===== src/rtl/cpu_core_seq_if.sv =====
// Memory-side bus of the sequential Nandgame core: an instruction-fetch
// channel and a data channel, each a req/ack handshake.
interface cpu_core_seq_if #(
    parameter int W  = 16,
    parameter int AW = 16
);
    // Instruction fetch channel
    logic          i_req;
    logic [AW-1:0] i_addr;
    logic [W-1:0]  i_data;
    logic          i_ack;

    // Data (*A) channel
    logic          d_req;
    logic          d_we;
    logic [AW-1:0] d_addr;
    logic [W-1:0]  d_wdata;
    logic [W-1:0]  d_rdata;
    logic          d_ack;

    // Core side
    modport master (
        output i_req, i_addr,
        input  i_data, i_ack,
        output d_req, d_we, d_addr, d_wdata,
        input  d_rdata, d_ack
    );

    // Memory side
    modport slave (
        input  i_req, i_addr,
        output i_data, i_ack,
        input  d_req, d_we, d_addr, d_wdata,
        output d_rdata, d_ack
    );
endinterface


===== src/rtl/cpu_core_seq.sv =====
// Multi-cycle Nandgame-style CPU core. Owns A, D and pc; fetches one
// instruction at a time and performs at most one *A read (LOAD) and one
// *A write (STORE) per instruction, tolerating any number of wait states.
module cpu_core_seq #(
    parameter int W  = 16,
    parameter int AW = 16
) (
    input  logic                  clk,
    input  logic                  rst,
    input  logic                  run,
    cpu_core_seq_if.master        bus,
    output logic [AW-1:0]         pc,
    output logic [W-1:0]          reg_a,
    output logic [W-1:0]          reg_d,
    output logic                  retire
);
    typedef enum logic [1:0] {S_FETCH, S_LOAD, S_EXEC, S_STORE} state_t;

    state_t        state_q, state_d;
    logic [AW-1:0] pc_q, pc_d;
    logic [W-1:0]  a_q, a_d;
    logic [W-1:0]  d_q, d_d;
    logic [W-1:0]  ir_q, ir_d;
    logic [W-1:0]  mem_q, mem_d;    // *A captured during LOAD
    logic [W-1:0]  r_q, r_d;        // ALU result held across STORE
    logic          jmp_q, jmp_d;    // jump decision held across STORE
    logic          fpend_q, fpend_d; // fetch issued but not yet acked

    // Decoded instruction fields
    logic ci, f_sm, f_u, f_op1, f_op0, f_zx, f_sw;
    logic f_a, f_d, f_st, f_lt, f_eq, f_gt;

    assign ci    = ir_q[W-1];
    assign f_sm  = ir_q[12];
    assign f_u   = ir_q[10];
    assign f_op1 = ir_q[9];
    assign f_op0 = ir_q[8];
    assign f_zx  = ir_q[7];
    assign f_sw  = ir_q[6];
    assign f_a   = ir_q[5];
    assign f_d   = ir_q[4];
    assign f_st  = ir_q[3];
    assign f_lt  = ir_q[2];
    assign f_eq  = ir_q[1];
    assign f_gt  = ir_q[0];

    logic [W-1:0]  alu_x, alu_y, y_src, alu_r;
    logic          alu_jmp;
    logic [AW-1:0] pc_inc;
    logic          i_req_c, d_req_c, d_we_c, retire_c;

    assign pc_inc = pc_q + AW'(1);

    // ALU operand routing, function select and jump condition
    always_comb begin
        y_src = f_sm ? mem_q : a_q;
        alu_x = f_sw ? y_src : d_q;
        alu_y = f_sw ? d_q : y_src;
        if (f_zx) begin
            alu_x = '0;
        end
        case ({f_u, f_op1, f_op0})
            3'b100:  alu_r = alu_x + alu_y;
            3'b101:  alu_r = alu_x + W'(1);
            3'b110:  alu_r = alu_x - alu_y;
            3'b111:  alu_r = alu_x - W'(1);
            3'b000:  alu_r = alu_x & alu_y;
            3'b001:  alu_r = alu_x | alu_y;
            3'b010:  alu_r = alu_x ^ alu_y;
            default: alu_r = ~alu_x;
        endcase
        alu_jmp = (f_lt & alu_r[W-1])
                | (f_eq & (alu_r == '0))
                | (f_gt & ~alu_r[W-1] & (alu_r != '0));
    end

    // Next-state, handshake outputs and writeback commit
    always_comb begin
        logic          commit;
        logic [W-1:0]  wb_r;
        logic          wb_j;
        state_d  = state_q;
        pc_d     = pc_q;
        a_d      = a_q;
        d_d      = d_q;
        ir_d     = ir_q;
        mem_d    = mem_q;
        r_d      = r_q;
        jmp_d    = jmp_q;
        fpend_d  = 1'b0;
        i_req_c  = 1'b0;
        d_req_c  = 1'b0;
        d_we_c   = 1'b0;
        retire_c = 1'b0;
        commit   = 1'b0;
        // STORE commits the values latched in EXEC; EXEC commits directly.
        wb_r     = (state_q == S_STORE) ? r_q : alu_r;
        wb_j     = (state_q == S_STORE) ? jmp_q : alu_jmp;

        case (state_q)
            S_FETCH: begin
                // Once issued, a fetch stays up until acked even if run drops.
                if (!rst && (run || fpend_q)) begin
                    i_req_c = 1'b1;
                    if (bus.i_ack) begin
                        ir_d    = bus.i_data;
                        state_d = (bus.i_data[W-1] && bus.i_data[12]) ? S_LOAD : S_EXEC;
                    end else begin
                        fpend_d = 1'b1;
                    end
                end
            end
            S_LOAD: begin
                d_req_c = 1'b1;
                if (bus.d_ack) begin
                    mem_d   = bus.d_rdata;
                    state_d = S_EXEC;
                end
            end
            S_EXEC: begin
                if (!ci) begin
                    a_d      = ir_q;
                    pc_d     = pc_inc;
                    retire_c = 1'b1;
                    state_d  = S_FETCH;
                end else if (f_st) begin
                    r_d     = alu_r;
                    jmp_d   = alu_jmp;
                    state_d = S_STORE;
                end else begin
                    commit = 1'b1;
                end
            end
            default: begin // S_STORE
                d_req_c = 1'b1;
                d_we_c  = 1'b1;
                if (bus.d_ack) begin
                    commit = 1'b1;
                end
            end
        endcase

        // Jump target is always the A value from before this instruction.
        if (commit) begin
            if (f_a) begin
                a_d = wb_r;
            end
            if (f_d) begin
                d_d = wb_r;
            end
            pc_d     = wb_j ? a_q[AW-1:0] : pc_inc;
            retire_c = 1'b1;
            state_d  = S_FETCH;
        end
    end

    // State and architectural registers, synchronous reset
    always_ff @(posedge clk) begin
        if (rst) begin
            state_q <= S_FETCH;
            pc_q    <= '0;
            a_q     <= '0;
            d_q     <= '0;
            ir_q    <= '0;
            mem_q   <= '0;
            r_q     <= '0;
            jmp_q   <= 1'b0;
            fpend_q <= 1'b0;
        end else begin
            state_q <= state_d;
            pc_q    <= pc_d;
            a_q     <= a_d;
            d_q     <= d_d;
            ir_q    <= ir_d;
            mem_q   <= mem_d;
            r_q     <= r_d;
            jmp_q   <= jmp_d;
            fpend_q <= fpend_d;
        end
    end

    assign bus.i_req   = i_req_c;
    assign bus.i_addr  = pc_q;
    assign bus.d_req   = d_req_c;
    assign bus.d_we    = d_we_c;
    assign bus.d_addr  = a_q[AW-1:0];
    assign bus.d_wdata = r_q;

    assign pc     = pc_q;
    assign reg_a  = a_q;
    assign reg_d  = d_q;
    assign retire = retire_c;
endmodule


===== src/flat_wrapper.sv =====
// flat-port wrapper written by rule: the top's interface ports become plain ports
module cpu_core_seq_flat 
#(
    parameter int W  = 16,
    parameter int AW = 16
)
  (clk, rst, run, pc, reg_a, reg_d, retire, bus_i_req, bus_i_addr, bus_i_data, bus_i_ack, bus_d_req, bus_d_we, bus_d_addr, bus_d_wdata, bus_d_rdata, bus_d_ack);
  cpu_core_seq_if #(.W(W), .AW(AW)) bus_i ();
  input  logic clk;
  input  logic rst;
  input  logic run;
  output logic [AW-1:0] pc;
  output logic [W-1:0] reg_a;
  output logic [W-1:0] reg_d;
  output logic retire;
  output wire logic [$bits(bus_i.i_req)-1:0] bus_i_req;
  output wire logic [$bits(bus_i.i_addr)-1:0] bus_i_addr;
  input wire logic [$bits(bus_i.i_data)-1:0] bus_i_data;
  input wire logic [$bits(bus_i.i_ack)-1:0] bus_i_ack;
  output wire logic [$bits(bus_i.d_req)-1:0] bus_d_req;
  output wire logic [$bits(bus_i.d_we)-1:0] bus_d_we;
  output wire logic [$bits(bus_i.d_addr)-1:0] bus_d_addr;
  output wire logic [$bits(bus_i.d_wdata)-1:0] bus_d_wdata;
  input wire logic [$bits(bus_i.d_rdata)-1:0] bus_d_rdata;
  input wire logic [$bits(bus_i.d_ack)-1:0] bus_d_ack;
  assign bus_i_req = bus_i.i_req;
  assign bus_i_addr = bus_i.i_addr;
  assign bus_i.i_data = bus_i_data;
  assign bus_i.i_ack = bus_i_ack;
  assign bus_d_req = bus_i.d_req;
  assign bus_d_we = bus_i.d_we;
  assign bus_d_addr = bus_i.d_addr;
  assign bus_d_wdata = bus_i.d_wdata;
  assign bus_i.d_rdata = bus_d_rdata;
  assign bus_i.d_ack = bus_d_ack;
  cpu_core_seq #(.W(W), .AW(AW)) u_core (.clk(clk), .rst(rst), .run(run), .bus(bus_i), .pc(pc), .reg_a(reg_a), .reg_d(reg_d), .retire(retire));
endmodule

===== config.mk =====
export PLATFORM = sky130hd
export DESIGN_NAME = cpu_core_seq_flat
export DESIGN_NICKNAME = d
export VERILOG_FILES = /design/src/rtl/cpu_core_seq_if.sv /design/src/rtl/cpu_core_seq.sv /design/src/flat_wrapper.sv
export SDC_FILE = /design/constraint.sdc
export NUM_CORES = 1
export LEC_CHECK = 0
export ABC_CLOCK_PERIOD_IN_PS = 10960
export CORE_MARGIN = 3
export CORE_UTILIZATION = 55
export CTS_CLUSTER_DIAMETER = 200
export DETAILED_ROUTE_END_ITERATION = 6
export GPL_TIMING_DRIVEN = 0
export PLACE_DENSITY = 0.81
export RECOVER_POWER = 100
export SYNTH_ARGS = -nofsm -noshare
export SYNTH_HDL_FRONTEND = slang
export SYNTH_SLANG_ARGS = --single-unit

===== constraint.sdc =====
create_clock -name clk -period 10.96 [get_ports clk]
set_clock_uncertainty 0.2 [all_clocks]
set_input_delay 2.192 -clock clk [delete_from_list [all_inputs] [get_ports clk]]
set_output_delay 2.192 -clock clk [all_outputs]
set_load 0.01 [all_outputs]

Yosys cells after proc, flatten, opt, wreduce, memory -nomap -nowiden. Cells that the tools add are included.

Add/subtract/negate cells: 5. Multiply operators: 0. Div/mod/pow operators: 0. Order comparisons: 0. Eq/ne operators: 14. Shift operators: 0. Multiplexer cells: 34. Bitwise gates (word level): 13. Reduce and logical (&&, ||, !) cells: 21.

Operator list (count): 2-to-1 mux 16 bit (13); case mux 16 bit (7 select lines) (1); adder 16 x 1 -> 16 bit, second input constant (2); adder 16 bit (1); bitwise AND 16 bit (1); zero test 16 bit (1); inverter 16 bit (1); bitwise OR 16 bit (1); nonzero test 16 bit (1); subtractor 16 x 1 -> 16 bit, second input constant (1); subtractor 16 bit (1); XOR 16 bit (1); == test 3 bit, second input constant (4); 2-to-1 mux 1 bit (12); 2-to-1 mux 2 bit (6); != test 2 bit, second input constant (3); case mux 2 bit (3 select lines) (1); AND reduction 2 bit (3); AND reduction 3 bit (2); OR reduction 2 bit (3); OR reduction 3 bit (2); AND reduction 5 bit (1); bitwise AND 1 bit (4); == test 2 bit, second input constant (2); 15 further kinds (19).

Register bits: 100. Latch bits: 0. RAM bits: 0. Memory bits (read-only): 0. Input bits: 37. Output and inout port bits: 100. Logic and storage cells: 96. Memories kept: 0.

Depth between registers and ports, before layout. Gate-level depths: netlist of run 1.

Depth in word-level cells: 12. Mapped depth: 27. Depth with buffers taken out: 24.

Worst setup path before layout of run 1. Ideal clock, no wire load.

Path kind: reg-to-reg. Start: register u_core.ir_q[12]. End: register u_core.pc_q[4], in the netlist u_core.bus.i_addr[4]. Library setup time: 0.074 ns. Arrival time: 5.324 ns. Required time: 10.686 ns. Slack: 5.362 ns. Stages on the path, launching flop included: 22. Path buffers: 2. Period minus slack after synthesis: 5.598 ns. Cell sequence: dfxtp_1 buf_6 mux2_4 mux2i_2 ha_1 and3_1 nand3_1 or3_1 or3_1 o21ai_0 a211oi_1 ha_1 or4_1 a2bb2oi_1 nor4b_1 a221o_1 a2111o_1 nor3_1 o31ai_4 clkbuf_1 or3b_1 a31oi_1.

Cells in the longest elaborated chain, start to end: 12. Elaborated cells on any way between the ends: 25. Classes of those cells: add/sub (4); mux (8); bitwise (11); reduce/logical (2).

Ends and longest elaborated chain: from (decl) (line cpu_core_seq.sv:23) `logic [W-1:0] ir_q, ir_d;`; from (signal assigned) (line cpu_core_seq.sv:174) `ir_q <= ir_d;`; 2-to-1 mux 16 bit (*) (line cpu_core_seq.sv:56) `y_src = f_sm ? mem_q : a_q;`; 2-to-1 mux 16 bit (line cpu_core_seq.sv:57) `alu_x = f_sw ? y_src : d_q;`; 2-to-1 mux 16 bit (line cpu_core_seq.sv:59) `if (f_zx) begin`; subtractor 16 x 1 -> 16 bit, or another cell as far along (line cpu_core_seq.sv:66) `3'b111: alu_r = alu_x - W'(1);`; case mux 16 bit (7 select lines) (*) (line cpu_core_seq.sv:62) `case ({f_u, f_op1, f_op0})`; zero test 16 bit or inverter 1 bit (tied branches) (line cpu_core_seq.sv:73, cpu_core_seq.sv:74); bitwise AND 1 bit, on equally long branches (line cpu_core_seq.sv:73, cpu_core_seq.sv:74); bitwise OR 1 bit or bitwise AND 1 bit (tied branches) (line cpu_core_seq.sv:73, cpu_core_seq.sv:74); bitwise OR 1 bit (*) (line cpu_core_seq.sv:74) `| (f_gt & ~alu_r[W-1] & (alu_r != '0));`; 2-to-1 mux 1 bit (*) (line cpu_core_seq.sv:98) `wb_j = (state_q == S_STORE) ? jmp_q : alu_jmp;`; 2-to-1 mux 16 bit (*) (line cpu_core_seq.sv:151) `pc_d = wb_j ? a_q[AW-1:0] : pc_inc;`; 2-to-1 mux 16 bit (*) (line cpu_core_seq.sv:144) `if (commit) begin`; to (signal assigned) (line cpu_core_seq.sv:171) `pc_q <= pc_d;`; to (decl) (line cpu_core_seq.sv:20) `logic [AW-1:0] pc_q, pc_d;`.

Every way passes the cells marked *; elsewhere a longest branch is shown, timed or not. A chain may end at the register's enable or synchronous reset.

Worst setup path in the final report of run 1.
Start: register u_core.ir_q[12]. End: register u_core.pc_q[9], in the netlist u_core.bus.i_addr[9].

The elaborated chain is that of the path after synthesis.

==> results.ini, run 1 <==
[timing]
rsz0062_at_grt = no
slew_headroom_pct = 32.4
min_period_ns = 8.13
worst_pin_slew_ns = 1.00
setup_viol_count_final = 0
drv_slew = 0
hold_viol = 0
fmax_mhz = 123
setup-tns-final_ns = 0
fin_crit_sh_pct = 74.2

[cts]
cts.htree.levels = 3
postCtsSetupRepairBufs = 0
cts_tree = yes
numClockSinks = 100
clk_pin_slew_ns = 0.07
cts_inserted_buffers = 9
holdBufCountCts = 0
cts.path.max_buffers = 2
clock_latency_ns = 0.35
ctsResizeCount = 0
clock-root-buffer = clkbuf_16

[power]
power_density_nw_per_um2 = 146
ir_drop_mv = 0.101
leakagePower_uw = 0.00441

[layout]
fin_nets = 1318
area_delta_synth_final_pct = 22.9
finalInstanceArea_um2 = 9870
mostFrequentLayoutCells = 147 x nand2_1, 128 x nor2_1, 100 x dlygate4sd3_1, 100 x dfxtp_1, 90 x a21oi_1
final_common_cell = nand2_1
n_antenna_cell = 0
layout-drive-gt1-share_pct = 7.39

[outcome]
outcome = finished, final reports clean

[grt]
grt_max_degree = 17
antenna_found_initial = 0
grt-ovfl-total = 0
grt_pass1_vias = 7971
grt_pass1_wl_mm = 41.9
grt_use_total_pct = 32.5

[hold_path]
whs_endpoint = u_core.mem_q[9]$_SDFFE_PP0P_
hp-class = reg2reg
worstHoldPathCells = 2
hp-start = u_core.mem_q[9]$_SDFFE_PP0P_

[drt]
totalWireLength_mm = 27.2
avgViaCountPerCell = 6.25
ant_nets = 0
wire_per_inst_um = 19.2
drc = 0
num_vias = 8826
drtIter0Drc = 1236
dr.pass1.iters = 6

[place]
placed_area_um2 = 9610
place_congestion = 0.971
port_buffers = 136
hpwlAfterDp_mm = 21.4

[synthesis]
yosysWarnings = 0
synthCells = 1080
yosysSeqAreaShare_pct = 24.9
netlist_area_um2 = 8030
syn-num-nets = 1171
syn_area_per_cell_um2 = 7.43
yosys.cell_types.count = 71
synth-seq-cells = 100
ys.flop_type = dfxtp_1
synth-edff-count = 0
synthArstFlopShare_pct = 0

[worst_setup_path]
worstSetupEndpointType = flop
rr_startpoint = u_core.ir_q[12]$_SDFFE_PP0P_
criticalPathCategory = reg2reg
critical_path_required_ns = 11.04
startpoint_type = flop
critPathMaxFanout = 10
r2r_cells = 25
worstPathArrival_ns = 8.21
reg2reg_to = u_core.bus.i_addr[9]$_SDFFE_PP0P_
r2r_setup_slack_ns = 2.83
startpoint = u_core.ir_q[12]$_SDFFE_PP0P_

[floorplanning]
placement_rows = 43
io_pins = 137
fp.dieW_um = 127
dieArea_um2 = 16100
die_y_um = 127
coreArea_um2 = 14100
initial_utilization_pct = 57.0

[job]
maxCapViolations = 0

[synth_stat cells (5+ instances only)]
cell type | instances | share of area, %
a311oi_1 | 5 | 0.55
nand3_1 | 31 | 1.9
nor2_1 | 128 | 6.0
o211ai_1 | 6 | 0.56
nor3_1 | 32 | 2.0
mux2_2 | 15 | 2.1
buf_4 | 36 | 3.4
a211oi_1 | 30 | 2.8
a22oi_1 | 21 | 2.0
dfxtp_1 | 100 | 25
buf_1 | 6 | 0.28
o22ai_1 | 8 | 0.62
mux2i_1 | 41 | 5.1
buf_2 | 5 | 0.31
o21ai_0 | 43 | 2.7
nand2_1 | 147 | 6.9
ha_1 | 53 | 8.3
and3_1 | 12 | 0.94
inv_1 | 45 | 2.1
a21oi_1 | 90 | 5.6
a31oi_1 | 20 | 1.6
clkbuf_1 | 47 | 2.2
mux2_1 | 8 | 1.1
or3_1 | 14 | 1.1
a21o_1 | 9 | 0.84
o21a_1 | 7 | 0.65
and2_1 | 10 | 0.78
nor2b_1 | 9 | 0.70
xnor2_1 | 6 | 0.65
or3b_1 | 14 | 1.5
[metal layers]
| metal | global-route usage (%) | vias up | routed length [um] |
|---|---|---|---|
| li1 | - | 4111 | - |
| met1 | 46.1 | 4112 | 11600 |
| met2 | 50.0 | 532 | 11800 |
| met3 | 5.98 | 71 | 3000 |
| met4 | 10.8 | 0 | 833 |
| met5 | 0 | - | 0 |
[how the worst max path moves through the flow]
stage                                         end  cells past startpoint
2_1_floorplan   u_core.bus.i_addr[4]$_SDFFE_PP0P_                     21
3_3_place_gp                               retire                      8
3_5_place_dp                               retire                      8
4_1_cts                                    retire                      8
5_1_grt        u_core.bus.i_addr[10]$_SDFFE_PP0P_                     26
6_report        u_core.bus.i_addr[9]$_SDFFE_PP0P_                     25
[cell type report]
| class | count | area, um2 |
|---|---|---|
| well taps | 180 | 225 |
| clock inverters | 5 | 60.1 |
| inverters | 52 | 195 |
| clock buffers | 11 | 243 |
| plain buffers | 95 | 490 |
| multi-input cells | 833 | 5290 |
| fillers | 1224 | 4230 |
| repair buffers | 136 | 1360 |
| flip-flops and latches | 100 | 2000 |
[per-stage QoR]
step	setup slack [ns]	util [%]	total power, uW	std cells	hold slack (ns)
after floorplan	5.36	-	907	1080	0.233
after global placement	3.73	68.2	1100	1396	0.242
after detailed placement	3.62	68.2	1110	1396	0.247
after CTS	3.61	70.4	1430	1412	0.257
after global routing	2.61	70.0	1520	1412	0.287
final	2.83	70.0	1440	1412	0.260
[flip-flops by register name, indices dropped and copies added (netlist names)]
register and flops:
u_core.reg_d 16, u_core.bus.i_addr 16, u_core.state_q 2, u_core.fpend_q 1, u_core.ir_q 16, u_core.bus.d_addr 16, u_core.jmp_q 1, u_core.bus.d_wdata 16
u_core.mem_q 16
[report_power, final]
part / leakage [uW] / switching (uW) / internal [uW]
logic: 0.00346 / 435 / 272
registers: 0.000808 / 21.5 / 384
clock network: 0.000146 / 146 / 184
total: 0.00441 / 602 / 840
[logic make-up after synthesis]
kind of cell | count (synthesis) | share of synthesized area (%)
muxes | 74 | 10.4
adders and majority gates | 54 | 8.51
and+or+nand+nor | 418 | 24.0
DFF | 100 | 24.9
AOI/OAI and AO/OA | 279 | 22.5
buffers and inverters | 147 | 8.73
xor gates and xnor gates | 8 | 0.873
[worst max-delay path: stages, from the launching register on]
cell and delay (ns):
dfxtp_1 0.31, clkbuf_1 0.53, mux2_1 0.45, mux2i_1 0.47, ha_1 0.32, and3_1 0.26, nand3_1 0.20, or3_1 0.46
or3_1 0.39, nand2_1 0.11, a21oi_1 0.07, a211oi_1 0.30, ha_1 0.28, a21oi_1 0.11, a21oi_1 0.15, nor2_1 0.05
a21oi_1 0.19, nor4b_1 0.08, a311oi_1 0.70, nand4_1 0.31, o21a_1 0.29, o31ai_1 0.66, clkbuf_1 0.44, clkbuf_1 0.42
nand3_1 0.15, a31oi_1 0.16
(Power assumes the default switching activity.)
==> run 2: changes to the inputs <==
- ABC_CLOCK_PERIOD_IN_PS: 10960 -> 7000
- CORE_UTILIZATION: 55 -> 49
- PLACE_DENSITY: 0.81 -> 0.77
- clock period: 10.96 -> 7 ns (I/O delays scaled with it)
==> results.ini, run 2 (synthesis results as in run 1) <==
[outcome]
outcome = complete, but fails checks
violations = design-rule violations

[layout]
final_core_util_pct = 62.6  ; -7.5 points
n_antenna_cell = 0  ; unchanged
area_delta_synth_final_pct = 24.3
mostFrequentLayoutCells = 147 x nand2_1, 128 x nor2_1, 100 x dfxtp_1, 98 x dlygate4sd3_1, 90 x a21oi_1
finalInstanceArea_um2 = 9970  ; +1.1%
fill_cells = 1486  ; +21%
final_common_cell = nand2_1
layout-drive-gt1-share_pct = 8.53  ; +1.1 points
fin_nets = 1317  ; -0.076%

[grt]
grt-ovfl-total = 0  ; unchanged
grt_pass1_wl_mm = 43.5  ; +3.7%
grt_pass1_vias = 7957  ; -0.18%
grt_max_degree = 18  ; +1
grt_use_total_pct = 30.3  ; -2.2 points
antenna_found_initial = 0  ; unchanged

[cts]
cts_tree = yes
cts.htree.levels = 3  ; unchanged
cts_inserted_buffers = 9  ; unchanged
clock_latency_ns = 0.35  ; about the same
clock-root-buffer = clkbuf_16
holdBufCountCts = 0  ; unchanged
cts.path.max_buffers = 2  ; unchanged
postCtsSetupRepairBufs = 0  ; unchanged
clk_pin_slew_ns = 0.07  ; about the same
numClockSinks = 100  ; unchanged

[drt]
avgViaCountPerCell = 6.10  ; -2.4%
ant_nets = 0  ; unchanged
totalWireLength_mm = 28.0  ; +3.2%
drtIter0Drc = 1032  ; -17%
drc = 7  ; +7
wire_per_inst_um = 19.4  ; +0.68%
dr.pass1.iters = 7  ; +1
num_vias = 8831  ; +0.057%

[timing]
setup_viol_count_final = 0  ; unchanged
hold_slack_ns = 0.254  ; -0.00600 ns
min_period_ns = 6.62  ; -1.51 ns
drv_slew = 0  ; unchanged
slew_headroom_pct = 34.8  ; +2.3 points
worst_pin_slew_ns = 0.968  ; -0.0349 ns
fin_crit_sh_pct = 94.6  ; +20 points
hold_viol = 0  ; unchanged
fmax_mhz = 151  ; +23%

[worst_setup_path]
startpoint_type = flop
crit_chain = clkbuf_2, clkbuf_1, clkbuf_2, buf_1, nand2_1, nand2_1, nand2_1, o21ai_0, a21oi_1, ha_1, nand3_1, nand2_1, or3_1, a31oi_1, o221ai_1, nor4b_1, nand4_1, nor3_1, o31ai_4, clkbuf_1, or3b_1, a31oi_1
critical_path_required_ns = 7.07  ; -3.97 ns
worstSetupEndpointType = flop
crit_path_top_delay_cell = buf_1
cpMostUsedCell = nand2_1
critPathMaxFanout = 10  ; unchanged
criticalPathCategory = reg2reg
worstPathArrival_ns = 6.69  ; -1.52 ns
max_stage_delay_ns = 0.47  ; -0.23 ns

[hold_path]
hp-class = reg2reg

[floorplanning]
initial_utilization_pct = 50.4  ; -6.6 points
coreArea_um2 = 15900  ; +13%
io_pins = 137  ; unchanged
die_y_um = 134  ; +5.7%
dieArea_um2 = 18000  ; +12%
fp.dieW_um = 134  ; +5.7%
placement_rows = 46  ; +7.0%

[power]
power_uw = 2290  ; +59%
leakagePower_uw = 0.00443  ; +0.39%
power_density_nw_per_um2 = 230  ; +57%
ir_drop_mv = 0.212  ; +110%

[place]
hpwlAfterDp_mm = 22.1  ; +3.3%
port_buffers = 136  ; unchanged
place_congestion = 1.04  ; +6.6%
placed_area_um2 = 9660  ; +0.47%

[job]
maxCapViolations = 0  ; unchanged

[run 2: cell count changes in the layout (fill, tap and decap cells not counted), moves of 3 or more]
cell,previous run,this run
and2_0,5,2
and2_1,5,8
clkbuf_1,54,45
clkbuf_2,0,3
[run 2: timing repair]
item | 4_1_cts | 5_1_grt
gates resized for setup | 0 | 8
hold endpoints to repair | 0 | 0
endpoints found under the setup margin | 0 | 16
[run 2: report_power, final]
part           internal, uW  switching (uW)
Clock                   291             231
Sequential              601            32.1
Combinational           432             708
Total                  1320             970
[run 2: final timing paths]
| kind | from | depth (start not counted) | to | slack, ns |
|---|---|---|---|---|
| setup / recovery | u_core.ir_q[10]$_SDFFE_PP0P_ | 22 | u_core.bus.i_addr[5]$_SDFFE_PP0P_ | 0.38 |
| hold / removal | u_core.ir_q[13]$_SDFFE_PP0P_ | 2 | u_core.ir_q[13]$_SDFFE_PP0P_ | 0.25 |
| setup reg to reg | u_core.ir_q[10]$_SDFFE_PP0P_ | 22 | u_core.bus.i_addr[5]$_SDFFE_PP0P_ | 0.38 |
| hold reg to reg | u_core.ir_q[13]$_SDFFE_PP0P_ | 2 | u_core.ir_q[13]$_SDFFE_PP0P_ | 0.25 |
[run 2: cell type report]
| type | instances | area [um2] | share of cell area (%) |
|---|---|---|---|
| multi-input cells | 833 | 5330 | 53.4 |
| flip-flops and latches | 100 | 2000 | 20.1 |
| clock inverters | 6 | 70.1 | 0.702 |
| plain buffers | 94 | 505 | 5.07 |
| inverters | 52 | 195 | 1.96 |
| clock buffers | 10 | 239 | 2.40 |
| well taps | 216 | 270 | 2.71 |
| repair buffers | 136 | 1360 | 13.6 |
[run 2: through the flow]
stage / setup TNS, ns / std cells / setup WS (ns)
after detailed placement: 0 / 1432 / 0.273
after CTS: 0 / 1448 / 0.214
after global placement: 0 / 1432 / 0.262
final: 0 / 1447 / 0.378
after floorplan: 0 / 1080 / 1.40
after global routing: -0.00873 / 1447 / -0.00873
[run 2: worst max-delay path, delay by kind of cell, from the launching register on]
family,cells,cell delay [ns]
simple gates,10,2.61
fa+ha+maj,1,0.36
flops,1,0.33
buf+inv,5,1.79
compound gates,6,1.23
[run 2: routing by layer]
layer	vias to the layer above	track usage, %	part of all wire [%]
met5	-	0	0
met4	0	8.46	2.4
met3	52	5.10	11
met1	4123	44.4	42
met2	542	46.0	45
li1	4114	-	-
==> run 3: changes to the inputs <==
- SKIP_CTS_REPAIR_TIMING: unset -> 1
==> results of run 3 <==
Same layout as run 2: the final DEF is identical, and so are final timing and power.
